File: config.mk
export PLATFORM = sky130hd
export DESIGN_NAME = priority_event_encoder
export DESIGN_NICKNAME = d
export VERILOG_FILES = /design/src/rtl/priority_event_encoder.sv
export SDC_FILE = /design/constraint.sdc
export NUM_CORES = 1
export LEC_CHECK = 0
export BUFFER_PORTS_ARGS = -buffer_cell sky130_fd_sc_hd__buf_2
export CAP_MARGIN = 30
export CORE_MARGIN = 8
export CORE_UTILIZATION = 45
export CTS_BUF_LIST = sky130_fd_sc_hd__clkbuf_8
export CTS_CLUSTER_DIAMETER = 60
export DETAILED_ROUTE_END_ITERATION = 10
export PLACE_DENSITY_LB_ADDON = 0.12
export RECOVER_POWER = 25
export SETUP_SLACK_MARGIN = 0.5
export SLEW_MARGIN = 10
export SYNTH_ARGS = -nofsm -noshare
export SYNTH_HDL_FRONTEND = slang
export SYNTH_SLANG_ARGS = --single-unit
File: constraint.sdc
create_clock -name clk -period 1.7 [get_ports clk]
set_input_delay 0.17 -clock clk [delete_from_list [all_inputs] [get_ports clk]]
set_output_delay 0.17 -clock clk [all_outputs]
set_load 0.02 [all_outputs]
File: src/rtl/priority_event_encoder.sv
// priority_event_encoder
// Sequential 8-to-3 priority encoder. Event requests accumulate in a pending
// register; the highest-index eligible pending event is moved into a held
// binary code and offered to a single consumer over a valid/ready handshake.
// The produced code is the inverse of the downstream 3-to-8 one-hot priority
// decode, so codes can be fed straight back into that decoder.

module priority_event_encoder #(
  parameter int N = 8,
  parameter int W = 3
) (
  input  logic         clk,
  input  logic         rst_n,
  input  logic [N-1:0] req,
  input  logic [N-1:0] mask,
  output logic [W-1:0] code,
  output logic         code_valid,
  input  logic         code_ready,
  output logic [N-1:0] pending,
  output logic         overflow,
  input  logic         clr_ovf
);

  // IDLE: nothing offered to the consumer. HOLD: code holds an undelivered event.
  typedef enum logic [0:0] {
    ST_IDLE = 1'b0,
    ST_HOLD = 1'b1
  } state_t;

  // Index of the highest set bit; bit N-1 has top priority. Returns 0 for an
  // all-zero vector, callers only use the result when the vector is non-zero.
  function automatic logic [W-1:0] f_highest_idx(input logic [N-1:0] v);
    logic [W-1:0] idx;
    idx = {W{1'b0}};
    for (int i = 0; i < N; i++) begin
      if (v[i]) begin
        idx = W'(i);
      end else begin
        idx = idx;
      end
    end
    return idx;
  endfunction

  // One-hot expansion of a line index, used to clear the dispatched pending bit.
  function automatic logic [N-1:0] f_onehot(input logic [W-1:0] idx);
    logic [N-1:0] v;
    v      = {N{1'b0}};
    v[idx] = 1'b1;
    return v;
  endfunction

  state_t       r_state;
  logic [W-1:0] r_code;
  logic         r_code_valid;
  logic [N-1:0] r_pending;
  logic         r_overflow;

  state_t       w_state_nxt;
  logic [N-1:0] w_elig;
  logic         w_elig_any;
  logic         w_handshake;
  logic         w_dispatch;
  logic [W-1:0] w_sel_idx;
  logic [N-1:0] w_take;
  logic [N-1:0] w_pending_nxt;
  logic [W-1:0] w_code_nxt;
  logic         w_code_valid_nxt;
  logic [N-1:0] w_ovf_coalesce;
  logic         w_ovf_held;
  logic         w_ovf_set;
  logic         w_overflow_nxt;

  // Eligibility, handshake detection and selection of the next code to dispatch.
  always_comb begin
    w_elig      = r_pending & ~mask;
    w_elig_any  = |w_elig;
    w_handshake = r_code_valid & code_ready;
    w_sel_idx   = f_highest_idx(w_elig);
  end

  // Next-state logic: load from IDLE, hold until accepted, reload back-to-back.
  always_comb begin
    w_state_nxt = r_state;
    w_dispatch  = 1'b0;
    case (r_state)
      ST_IDLE: begin
        if (w_elig_any) begin
          w_dispatch  = 1'b1;
          w_state_nxt = ST_HOLD;
        end else begin
          w_state_nxt = ST_IDLE;
        end
      end
      ST_HOLD: begin
        if (w_handshake) begin
          if (w_elig_any) begin
            w_dispatch  = 1'b1;
            w_state_nxt = ST_HOLD;
          end else begin
            w_state_nxt = ST_IDLE;
          end
        end else begin
          // A held code is never withdrawn, whatever the mask does.
          w_state_nxt = ST_HOLD;
        end
      end
      default: begin
        w_state_nxt = ST_IDLE;
      end
    endcase
  end

  // Datapath next values: code, valid, pending bookkeeping and overflow.
  always_comb begin
    if (w_dispatch) begin
      w_take     = f_onehot(w_sel_idx);
      w_code_nxt = w_sel_idx;
    end else begin
      w_take     = {N{1'b0}};
      w_code_nxt = r_code;
    end

    w_code_valid_nxt = (w_state_nxt == ST_HOLD);

    // A request on the bit being taken this edge re-arms it: the new event is kept.
    w_pending_nxt = (r_pending & ~w_take) | req;

    // Coalesced event: request on a line already pending and not leaving this edge.
    w_ovf_coalesce = req & r_pending & ~w_take;

    // Request on the held line while it is still offered and already pending again.
    if (r_code_valid && !w_handshake) begin
      w_ovf_held = req[r_code] & r_pending[r_code];
    end else begin
      w_ovf_held = 1'b0;
    end

    w_ovf_set = (|w_ovf_coalesce) | w_ovf_held;

    // A set condition on the same edge beats the clear.
    if (w_ovf_set) begin
      w_overflow_nxt = 1'b1;
    end else if (clr_ovf) begin
      w_overflow_nxt = 1'b0;
    end else begin
      w_overflow_nxt = r_overflow;
    end
  end

  // State register; reset discards any held code.
  always_ff @(posedge clk or negedge rst_n) begin
    if (!rst_n) begin
      r_state      <= ST_IDLE;
      r_code_valid <= 1'b0;
    end else begin
      r_state      <= w_state_nxt;
      r_code_valid <= w_code_valid_nxt;
    end
  end

  // Code register; keeps its last value after the consumer drains it.
  always_ff @(posedge clk or negedge rst_n) begin
    if (!rst_n) begin
      r_code <= {W{1'b0}};
    end else begin
      r_code <= w_code_nxt;
    end
  end

  // Pending register; reset discards all outstanding events.
  always_ff @(posedge clk or negedge rst_n) begin
    if (!rst_n) begin
      r_pending <= {N{1'b0}};
    end else begin
      r_pending <= w_pending_nxt;
    end
  end

  // Sticky overflow flag.
  always_ff @(posedge clk or negedge rst_n) begin
    if (!rst_n) begin
      r_overflow <= 1'b0;
    end else begin
      r_overflow <= w_overflow_nxt;
    end
  end

  assign code       = r_code;
  assign code_valid = r_code_valid;
  assign pending    = r_pending;
  assign overflow   = r_overflow;

endmodule

==> results.sh <==
export IMPL_pwr_density_cell_nw_per_um2=653
export IMPL_post_route_drc_count=0
export IMPL_num_nets_final=169
export IMPL_period_share=1.03
export IMPL_crit_arrival_ns=1.87
export IMPL_numCtsBuffers=3
export IMPL_fin_util=0.722
export IMPL_synth_top_area_share=0.374
export IMPL_finalPower_mw=0.896
export IMPL_cts_tree="yes"
export IMPL_final_common_cell="buf_2"
export IMPL_ys_types=36
export IMPL_grt_max_degree=14
export IMPL_finalClockSkew_ns=0.000360
export IMPL_io_buffers=32
export IMPL_p_leak_nw=0.622
export IMPL_core_area_um2=1900
export IMPL_vias=984
export IMPL_rsz0062_at_grt="yes"
export IMPL_die_x_um=60.0
export IMPL_synthCells=94
export IMPL_layout_drive_gt1_share=0.568
export IMPL_synth_largest_area_cell="dfrtp_1"
export IMPL_synth_xor_area_share=0
export IMPL_grt_overflow=0
export IMPL_grtUsageTotal=0.161
export IMPL_dp_hpwl_um=2080
export IMPL_wl_um=2920
export IMPL_path_class="flip-flop to flip-flop"
export IMPL_drt_pass1_iterations=4
export IMPL_endpoint_kind="flip-flop"
export IMPL_relSlewSlack=0.495
export IMPL_violations="negative setup slack"
export IMPL_period_minus_slack_ns=1.75
export IMPL_cp_start_kind="flip-flop"
export IMPL_synth_nets=114
export IMPL_hold_viol_final=0
export IMPL_clk_latency_ns=0.24
export IMPL_irDropWorstVdd_uv=636
export IMPL_final_cell_mix="31 x buf_2, 12 x buf_4, 11 x nand2_1"
export IMPL_synth_top_family_by_area="simple AND/OR/NAND/NOR gates"
export IMPL_postRouteAntennaNets=0
export IMPL_worst_slack_ns=-0.0535
export IMPL_area_growth_pct=57.6
export IMPL_dieArea_um2=3600
export IMPL_min_path_type="input pin to flip-flop"
export IMPL_antennaDiodeCount=0
export IMPL_setup_viol=1
export IMPL_final_max_slew_viol_count=0
export IMPL_cts_htree_levels=1
export IMPL_critPathMaxFanout=4
export IMPL_synth_compound_area_frac=0.247
export IMPL_outcome="complete, but fails checks"
export IMPL_async_reset_ff_frac=1.00
export IMPL_start_util=0.458
export IMPL_routedWlPerCell_um=16.7
export IMPL_clock_sinks=13
export IMPL_synthSimpleGateAreaFrac=0.332
export IMPL_synth_avg_cell_area_um2=9.26
export IMPL_max_freq_mhz=570
export IMPL_clk_pin_slew_ns=0.06
export IMPL_ys_seq_area_frac=0.374
export IMPL_syn_cell_area_um2=871
export IMPL_cts_root_buf="clkbuf_8"
export IMPL_drt_initial_drc_count=35
export IMPL_crit_required_ns=1.82
export IMPL_gp_congestion=0.832
export IMPL_grt_pass1_wl_um=4420
export IMPL_ys_flop_type="dfrtp_1"
export IMPL_synth_area_top_cells="dfrtp_1 37%, nand2_1 6.0%, nand2b_1 5.0%, o21ai_0 4.6%, a21o_1 3.4%"
export IMPL_row_count=16
export IMPL_grt_pass1_vias=981
export IMPL_clock_path_buffers=2
export IMPL_ioPinCount=33
export IMPL_yosysWarnings=0
export IMPL_drv_cap=0
export IMPL_max_slew_worst_pin_slew_ns=0.758
export IMPL_yosys_area_share_adder=0
export IMPL_antenna_found_initial=0
export IMPL_muxShareOfSynthArea=0.0259
export IMPL_viasPerCell=5.62
export IMPL_die_y_um=60.0
export IMPL_synth_seq_cells=13
export IMPL_synth_edff_count=0
where the power goes:
part	total (mW)	internal [mW]	switching (mW)
Clock	0.279	0.160	0.120
Sequential	0.346	0.325	0.0210
Combinational	0.271	0.126	0.145
per-layer routing:
layer / global-route usage / wire length [µm]
met1: 0.191 / 1220
met5: 0 / 0
met2: 0.268 / 1400
met3: 0.0409 / 248
met4: 0.0612 / 44
synthesized netlist by cell type (2+ instances only):
cell type,n
nor2_1,3
nand2_1,14
a21o_1,4
a21oi_1,2
nand2b_1,7
nor2b_1,3
o2111ai_1,2
o21bai_1,2
dfrtp_1,13
nand3_1,5
o21ai_0,8
or2b_4,2
o21a_1,2
inv_1,5
per-stage QoR:
stage / setup WS, ns / std cells / TNS (ns) / hold slack, ns / instance area (µm²)
floorplan: 0.0492 / 94 / 0 / -0.126 / 882
global placement: 0.0401 / 163 / 0 / 0.0808 / 1150
detailed placement: 0.00659 / 163 / 0 / 0.0834 / 1150
CTS: 0.0153 / 172 / 0 / 0.118 / 1300
global route: -0.117 / 175 / -0.120 / 0.120 / 1370
finish: -0.0535 / 175 / -0.0535 / 0.114 / 1370
cells by family after synthesis:
group,count (synthesis)
muxes,1
buffers and inverters,5
and+or+nand+nor,45
DFF,13
AOI/OAI and AO/OA,30
sequential cells by signal, indices dropped and copies added (netlist names):
name,cells
pending,8
code,3
code_valid,1
overflow,1
final timing paths:
path                            slack (ns)  cells past startpoint        from         end
worst max-delay path                 -0.05                      6  pending[7]    overflow
worst min-delay path                  0.11                      2      req[6]  pending[6]
worst max register to register       -0.05                      6  pending[7]    overflow
worst min register to register        0.53                      1  pending[0]  pending[0]
max in group asynchronous             0.67                      2       rst_n  pending[7]
min in group asynchronous             0.51                      2       rst_n  pending[3]
critical path: stages, from the launching register on:
cell and delay [ns]:
dfrtp_2 0.40, or2b_4 0.25, nand4_4 0.12, nor4b_4 0.36, a21oi_2 0.10, nor4_2 0.30
nand3_1 0.10
what timing repair did:
action	CTS	global route
gates resized for setup	17	14
endpoints found under the hold margin	13	0
setup buffers	4	3
endpoints found under the setup margin	12	13
hold buffers	1	0
pin swaps	5	4
layout make-up:
type                            instances  area, µm²
Multi-Input combinational cell         76        629
Timing Repair Buffer                   50        315
Sequential cell                        13        330
Clock inverter                          1       3.75
Fill cell                             138        529
Clock buffer                            3       41.3
Inverter                                5       18.8
Tap cell                               27       33.8
No activity file was read; power rests on OpenSTA's default activity.
